--- config.mk ---
export PLATFORM = sky130hd
export DESIGN_NAME = core_lsu
export DESIGN_NICKNAME = d
export VERILOG_FILES = /design/src/rtl/core_lsu_pkg.sv /design/src/rtl/core_lsu_align.sv /design/src/rtl/core_lsu.sv
export SDC_FILE = /design/constraint.sdc
export NUM_CORES = 1
export LEC_CHECK = 0
export ABC_AREA = 1
export CORE_MARGIN = 1
export CORE_UTILIZATION = 50
export DETAILED_ROUTE_END_ITERATION = 7
export DONT_BUFFER_PORTS = 1
export HOLD_SLACK_MARGIN = 0.1
export MAX_ROUTING_LAYER = met4
export PLACE_DENSITY = 0.72
export SLEW_MARGIN = 20
export SYNTH_ARGS = -nofsm -noshare
export SYNTH_HDL_FRONTEND = slang
export SYNTH_HIERARCHICAL = 1
export SYNTH_SLANG_ARGS = --single-unit
--- constraint.sdc ---
create_clock -name CLK -period 1.7 [get_ports CLK]
set_clock_uncertainty 0.1 [all_clocks]
set_input_delay 0.34 -clock CLK [delete_from_list [all_inputs] [get_ports CLK]]
set_output_delay 0.34 -clock CLK [all_outputs]
set_load 0.01 [all_outputs]
--- src/rtl/core_lsu_pkg.sv ---
// Shared encodings for the load/store unit: access sizes, FSM states, byte-enable
// patterns, the registered request record and the alignment rule.
package core_lsu_pkg;

    localparam logic [1:0] SIZE_BYTE = 2'd0;
    localparam logic [1:0] SIZE_HALF = 2'd1;
    localparam logic [1:0] SIZE_WORD = 2'd2;
    localparam logic [1:0] SIZE_ILL  = 2'd3;

    localparam logic [2:0] ST_IDLE   = 3'b001;
    localparam logic [2:0] ST_ACCESS = 3'b010;
    localparam logic [2:0] ST_RESP   = 3'b100;

    localparam logic [3:0] BE_NONE = 4'b0000;
    localparam logic [3:0] BE_B0   = 4'b0001;
    localparam logic [3:0] BE_LO   = 4'b0011;
    localparam logic [3:0] BE_HI   = 4'b1100;
    localparam logic [3:0] BE_ALL  = 4'b1111;

    // Request fields still needed after the memory request has been launched.
    typedef struct packed {
        logic [1:0] addr_lo;
        logic [1:0] size;
        logic       we;
        logic       uns;
    } lsu_req_t;

    // Size 3 is always rejected; halves need an even address, words a 4-byte one.
    function automatic logic lsu_misaligned(input logic [1:0] size, input logic [1:0] addr_lo);
        logic bad;
        case (size)
            SIZE_BYTE: bad = 1'b0;
            SIZE_HALF: bad = addr_lo[0];
            SIZE_WORD: bad = (addr_lo != 2'b00);
            default:   bad = 1'b1;
        endcase
        return bad;
    endfunction

endpackage

--- src/rtl/core_lsu_align.sv ---
// Combinational lane steering: store data replication / byte enables on the way
// out, byte/half extraction with sign or zero extension on the way back.
module core_lsu_align
    import core_lsu_pkg::*;
(
    input  logic [1:0]  st_addr_lo,
    input  logic [1:0]  st_size,
    input  logic        st_we,
    input  logic [31:0] st_wdata,
    output logic [31:0] mem_wdata,
    output logic [3:0]  mem_be,
    input  logic [1:0]  ld_addr_lo,
    input  logic [1:0]  ld_size,
    input  logic        ld_uns,
    input  logic [31:0] mem_rdata,
    output logic [31:0] ld_data
);

    logic [31:0] ld_shift_s;

    // Store side: replicate the source into every lane, enables pick the real one.
    always_comb begin
        mem_wdata = 32'h0000_0000;
        mem_be    = BE_ALL;
        if (st_we) begin
            case (st_size)
                SIZE_BYTE: begin
                    mem_wdata = {4{st_wdata[7:0]}};
                    mem_be    = BE_B0 << st_addr_lo;
                end
                SIZE_HALF: begin
                    mem_wdata = {2{st_wdata[15:0]}};
                    mem_be    = st_addr_lo[1] ? BE_HI : BE_LO;
                end
                SIZE_WORD: begin
                    mem_wdata = st_wdata;
                    mem_be    = BE_ALL;
                end
                default: begin
                    mem_wdata = 32'h0000_0000;
                    mem_be    = BE_NONE;
                end
            endcase
        end else begin
            mem_wdata = 32'h0000_0000;
            mem_be    = BE_ALL;
        end
    end

    // Load side: bring the addressed lane down to bit 0, then extend.
    always_comb begin
        ld_shift_s = mem_rdata >> {ld_addr_lo, 3'b000};
        case (ld_size)
            SIZE_BYTE: ld_data = ld_uns ? {24'h00_0000, ld_shift_s[7:0]}
                                        : {{24{ld_shift_s[7]}}, ld_shift_s[7:0]};
            SIZE_HALF: ld_data = ld_uns ? {16'h0000, ld_shift_s[15:0]}
                                        : {{16{ld_shift_s[15]}}, ld_shift_s[15:0]};
            SIZE_WORD: ld_data = mem_rdata;
            default:   ld_data = 32'h0000_0000;
        endcase
    end

endmodule

--- src/rtl/core_lsu.sv ---
// Single-outstanding load/store unit: IDLE -> ACCESS -> RESP with alignment
// checking, lane steering and an ACK timeout; all outputs come from registers.
module core_lsu
    import core_lsu_pkg::*;
#(
    parameter int unsigned TIMEOUT_CYCLES = 255
) (
    input  logic        CLK,
    input  logic        RST_N,
    input  logic        REQ_VALID,
    output logic        REQ_READY,
    input  logic [31:0] REQ_ADDR,
    input  logic [31:0] REQ_WDATA,
    input  logic        REQ_WE,
    input  logic [1:0]  REQ_SIZE,
    input  logic        REQ_UNSIGNED,
    output logic        RSP_VALID,
    output logic [31:0] RSP_RDATA,
    output logic        RSP_ERR,
    output logic        D_MEM_REQ,
    output logic        D_MEM_WE,
    output logic [31:0] D_MEM_ADDR,
    output logic [31:0] D_MEM_WDATA,
    output logic [3:0]  D_MEM_BE,
    input  logic        D_MEM_ACK,
    input  logic [31:0] D_MEM_RDATA
);

    // Counter value in the last ACCESS cycle before the access is abandoned.
    localparam logic [15:0] TO_LAST = 16'(TIMEOUT_CYCLES - 32'd1);

    logic [2:0]  state_r;
    logic [2:0]  state_nxt_s;
    logic [15:0] cnt_r;
    logic [15:0] cnt_nxt_s;
    lsu_req_t    req_r;
    logic        ready_r;
    logic        rsp_valid_r;
    logic        rsp_err_r;
    logic [31:0] rsp_rdata_r;
    logic        mem_req_r;
    logic        mem_we_r;
    logic [31:0] mem_addr_r;
    logic [31:0] mem_wdata_r;
    logic [3:0]  mem_be_r;

    logic        misaligned_s;
    logic        accept_s;
    logic        start_s;
    logic        done_s;
    logic        err_nxt_s;
    logic [31:0] rdata_nxt_s;
    logic [31:0] st_wdata_s;
    logic [3:0]  st_be_s;
    logic [31:0] ld_data_s;

    assign misaligned_s = lsu_misaligned(REQ_SIZE, REQ_ADDR[1:0]);

    core_lsu_align u_align (
        .st_addr_lo (REQ_ADDR[1:0]),
        .st_size    (REQ_SIZE),
        .st_we      (REQ_WE),
        .st_wdata   (REQ_WDATA),
        .mem_wdata  (st_wdata_s),
        .mem_be     (st_be_s),
        .ld_addr_lo (req_r.addr_lo),
        .ld_size    (req_r.size),
        .ld_uns     (req_r.uns),
        .mem_rdata  (D_MEM_RDATA),
        .ld_data    (ld_data_s)
    );

    // Next-state, timeout and completion decode.
    always_comb begin
        state_nxt_s = state_r;
        cnt_nxt_s   = cnt_r;
        accept_s    = 1'b0;
        start_s     = 1'b0;
        done_s      = 1'b0;
        err_nxt_s   = 1'b0;
        rdata_nxt_s = 32'h0000_0000;
        case (state_r)
            ST_IDLE: begin
                if (REQ_VALID) begin
                    accept_s = 1'b1;
                    if (misaligned_s) begin
                        state_nxt_s = ST_RESP;
                        done_s      = 1'b1;
                        err_nxt_s   = 1'b1;
                    end else begin
                        state_nxt_s = ST_ACCESS;
                        start_s     = 1'b1;
                        cnt_nxt_s   = 16'h0000;
                    end
                end else begin
                    state_nxt_s = ST_IDLE;
                end
            end
            ST_ACCESS: begin
                // An ACK in the final counted cycle still completes normally.
                if (D_MEM_ACK) begin
                    state_nxt_s = ST_RESP;
                    done_s      = 1'b1;
                    rdata_nxt_s = req_r.we ? 32'h0000_0000 : ld_data_s;
                end else if (cnt_r == TO_LAST) begin
                    state_nxt_s = ST_RESP;
                    done_s      = 1'b1;
                    err_nxt_s   = 1'b1;
                end else begin
                    cnt_nxt_s = cnt_r + 16'd1;
                end
            end
            ST_RESP: begin
                state_nxt_s = ST_IDLE;
            end
            default: begin
                state_nxt_s = ST_IDLE;
                cnt_nxt_s   = 16'h0000;
            end
        endcase
    end

    // Control state, request record and response registers.
    always_ff @(posedge CLK) begin
        if (!RST_N) begin
            state_r     <= ST_IDLE;
            cnt_r       <= 16'h0000;
            req_r       <= '0;
            ready_r     <= 1'b1;
            rsp_valid_r <= 1'b0;
            rsp_err_r   <= 1'b0;
            rsp_rdata_r <= 32'h0000_0000;
        end else begin
            state_r     <= state_nxt_s;
            cnt_r       <= cnt_nxt_s;
            ready_r     <= (state_nxt_s == ST_IDLE);
            rsp_valid_r <= done_s;
            rsp_err_r   <= err_nxt_s;
            rsp_rdata_r <= rdata_nxt_s;
            if (accept_s) begin
                req_r.addr_lo <= REQ_ADDR[1:0];
                req_r.size    <= REQ_SIZE;
                req_r.we      <= REQ_WE;
                req_r.uns     <= REQ_UNSIGNED;
            end
        end
    end

    // Memory-side outputs: loaded at launch, held through ACCESS, cleared on completion.
    always_ff @(posedge CLK) begin
        if (!RST_N) begin
            mem_req_r   <= 1'b0;
            mem_we_r    <= 1'b0;
            mem_addr_r  <= 32'h0000_0000;
            mem_wdata_r <= 32'h0000_0000;
            mem_be_r    <= BE_NONE;
        end else if (start_s) begin
            mem_req_r   <= 1'b1;
            mem_we_r    <= REQ_WE;
            mem_addr_r  <= {REQ_ADDR[31:2], 2'b00};
            mem_wdata_r <= st_wdata_s;
            mem_be_r    <= st_be_s;
        end else if (done_s) begin
            mem_req_r   <= 1'b0;
            mem_we_r    <= 1'b0;
            mem_addr_r  <= 32'h0000_0000;
            mem_wdata_r <= 32'h0000_0000;
            mem_be_r    <= BE_NONE;
        end
    end

    assign REQ_READY   = ready_r;
    assign RSP_VALID   = rsp_valid_r;
    assign RSP_ERR     = rsp_err_r;
    assign RSP_RDATA   = rsp_rdata_r;
    assign D_MEM_REQ   = mem_req_r;
    assign D_MEM_WE    = mem_we_r;
    assign D_MEM_ADDR  = mem_addr_r;
    assign D_MEM_WDATA = mem_wdata_r;
    assign D_MEM_BE    = mem_be_r;

endmodule

==> impl_metrics.yaml <==
synth:
  muxShareOfSynthArea_pct: 0
  synthTopCellsByCount: "nand2_1 (299), nor2_1 (139), dfxtp_1 (128), a21oi_1 (103), inv_1 (81)"
  synthTopCellsByArea: "dfxtp_1 (38%), nand2_1 (17%), nor2_1 (7.8%), a21oi_1 (7.7%), nand4_1 (7.1%)"
  yosysUniqueCellTypes: 35
  syn-instance-count: 1028
  synth_top_area_share_pct: 38.2
  synth_fa_ha_area_share_pct: 0.373
  async_flop_share_pct: 0
  ys_seq_area_share_pct: 38.2
  synth_most_common_cell: "nand2_1"
  synth-edff-count: 0
  synth_flop_cell: "dfxtp_1"
  synth-compound-area-share_pct: 11.0
  synth_top_family_by_area: "simple AND/OR/NAND/NOR gates"
  synth_simple_gate_area_share_pct: 38.6
  avgSynthCellArea_um2: 6.53
  ys_ff_latch: 128
  synthXorXnorAreaFrac_pct: 0.652
  yosys.area.top_type: "dfxtp_1"
  synth_area_um2: 6710
  yosysWarnings: 6
clocking:
  cts.sinks: 128
  h-tree-depth: 4
  cts_root_buf: "clkbuf_16"
  clk_pin_slew_ns: 0.06
  clk_path_buf_depth: 2
  cts_buffers: 17
  insertion_delay_ns: 0.43
  cts_tree: "built"
grt:
  overflow: 0
  grt_pass1_vias: 6617
  grt_use_total_pct: 29.5
  grt_pass1_wl_um: 32300
  grt_max_degree: 77
  antenna_found_initial: 1
layout:
  multi_input_area_um2: 3490
  final_util_pct: 67.6
  synthToLayoutAreaGrowth_pct: 29.7
  drive_above_1_share_pct: 12.7
  stdcell_area_um2: 8710
  regArea_um2: 2570
  nets: 1223
  fillers: 1062
timing:
  setup_violations: 0
  max_freq_ghz: 0.604
  fin_tns_setup_ns: 0
  hold_viol_final: 0
  slew_viol_final: 0
  rsz0062_at_grt: "yes"
  period_share_pct: 97.4
  final.min_clock_period_ns: 1.66
  timing.final.ws_setup_ns: 0.0440
hold_path:
  min_path_type: "input port to register"
flow_run:
  cap_violations: 0
floorplanning:
  die_x_um: 118
  num_rows: 41
  core_um2: 12900
  die_y_um: 118
  die_area_um2: 13900
  ios: 209
  start_util_pct: 52.1
placement:
  dp_hpwl_um: 12700
  dpl_cell_area_um2: 7040
  globalplace.congestion: 0.915
  io_buffers: 0
  place_ws_ns: -0.0473
routing:
  wl_met2_um: 10200
  detail-route-antenna-nets: 0
  routedWlPerCell_um: 16.4
  wl_um: 21400
  wl_met1_um: 8340
  vias: 7305
  wl_met3_um: 2230
  drcViolationCount: 0
  via_per_inst: 5.61
  drt_iter0_markers: 726
  dr.max_layer_used: "met4"
  first_pass_iters: 8
critical_path:
  cpLargestDelayFamily: "buffers and inverters"
  end_kind: "register"
  crit_slowest_cell: "dfxtp_2"
  startpoint_type: "register"
  path_common_cell: "buf_4"
  critPathBufInv: 4
  crit_chain: "inv_2 > nor3_4 > buf_4 > nand3_4 > buf_4 > clkbuf_16 > nand4_1 > a21oi_1"
  max_stage_delay_ns: 0.36
  cp.required_ns: 1.89
  path_class: "register to register"
  path_max_fanout: 13
  cp.arrival_ns: 1.85
pwr:
  total_power_mw: 8.60
  p_per_area_nw_per_um2: 988
  peakVddDrop_mv: 0.776
  p_leak_nw: 3.74
status:
  status: "finished, final reports clean"
[timing repair]
item / 4_1_cts / 5_1_grt
setup endpoints to repair: 28 / 113
gates resized for setup: 2 / 31
hold buffers: 79 / 0
buffers inserted: 0 / 6
pin swaps: 0 / 4
cloned: 0 / 6
hold endpoints to repair: 97 / 0
[layout by cell type, fill, tap and decap left out, types with 2 or more instances in the layout]
| cell | count |
|---|---|
| clkbuf_1 | 2 |
| clkinvlp_4 | 3 |
| nand2_1 | 298 |
| buf_4 | 37 |
| nor2_1 | 133 |
| dfxtp_2 | 5 |
| nor2_4 | 7 |
| nand3_1 | 41 |
| o21ai_1 | 6 |
| nand3_4 | 4 |
| dfxtp_1 | 123 |
| a21oi_1 | 102 |
| buf_12 | 13 |
| inv_4 | 3 |
| nand2_4 | 2 |
| nand4_1 | 76 |
| bufinv_16 | 4 |
| o21bai_1 | 3 |
| xnor2_1 | 3 |
| dlymetal6s4s_1 | 3 |
| nand3_2 | 5 |
| inv_1 | 79 |
| clkbuf_16 | 20 |
| clkinv_2 | 2 |
| clkinv_4 | 3 |
| inv_2 | 17 |
| dlygate4sd3_1 | 76 |
| xor2_1 | 2 |
| nor2_2 | 9 |
| o21ai_0 | 33 |
| conb_1 | 2 |
| nor2_8 | 2 |
[final timing paths]
check / startpoint / end / slack [ns] / cells past startpoint
worst max-delay path: state_r[1] / D_MEM_WDATA[4] / 0.04 / 8
worst min-delay path: D_MEM_RDATA[22] / RSP_RDATA[22] / 0.11 / 6
worst max register to register: state_r[1] / D_MEM_WDATA[4] / 0.04 / 8
worst min register to register: req_r[1] / req_r[1] / 0.39 / 2
[state kept, by name, summed over array words and instances (netlist names), 3 cells and up]
name         cells
state_r          3
req_r            6
cnt_r           16
D_MEM_BE         4
RSP_RDATA       32
D_MEM_WDATA     32
D_MEM_ADDR      30
[metrics by stage]
step                instances  hold WS, ns
CTS                      1290        0.102
global route             1303        0.107
finish                   1303        0.109
global placement         1179        0.342
floorplan                1029        0.356
detailed placement       1179        0.346
[routing by layer]
layer / GRT usage [%] / up-vias
met1: 33.9 / 3290
met3: 9.69 / 77
met5: - / -
met2: 46.1 / 455
met4: 14.3 / 0
li1: - / 3483
[cells by family after synthesis]
group	after synthesis
AOI/OAI and AO/OA	146
xor gates and xnor gates	5
adders and majority gates	2
buffers and inverters	166
DFF	128
other	1
and+or+nand+nor	580
[layout make-up]
cell class,instances,area share [%]
timing repair buffer,133,16.3
clock inverter,13,2.16
sequential,128,29.5
multi-input combinational,737,40.1
clock buffer,19,4.97
inverter,100,4.40
antenna,1,0.0287
tap,172,2.47
[worst register-to-register path: cells and delay by family (launching register included)]
family	cells	cell delay, ns
buffers and inverters	4	0.59
AND/OR/NAND/NOR	3	0.40
flip-flops	1	0.36
AO/OA/AOI/OAI	1	0.07
[where the power goes]
group | internal (mW) | total, mW | switching, mW
Combinational | 0.608 | 1.55 | 0.942
Sequential | 3.10 | 3.22 | 0.118
Clock | 2.45 | 3.83 | 1.38
Note: power is estimated with default switching activity, not from simulation.
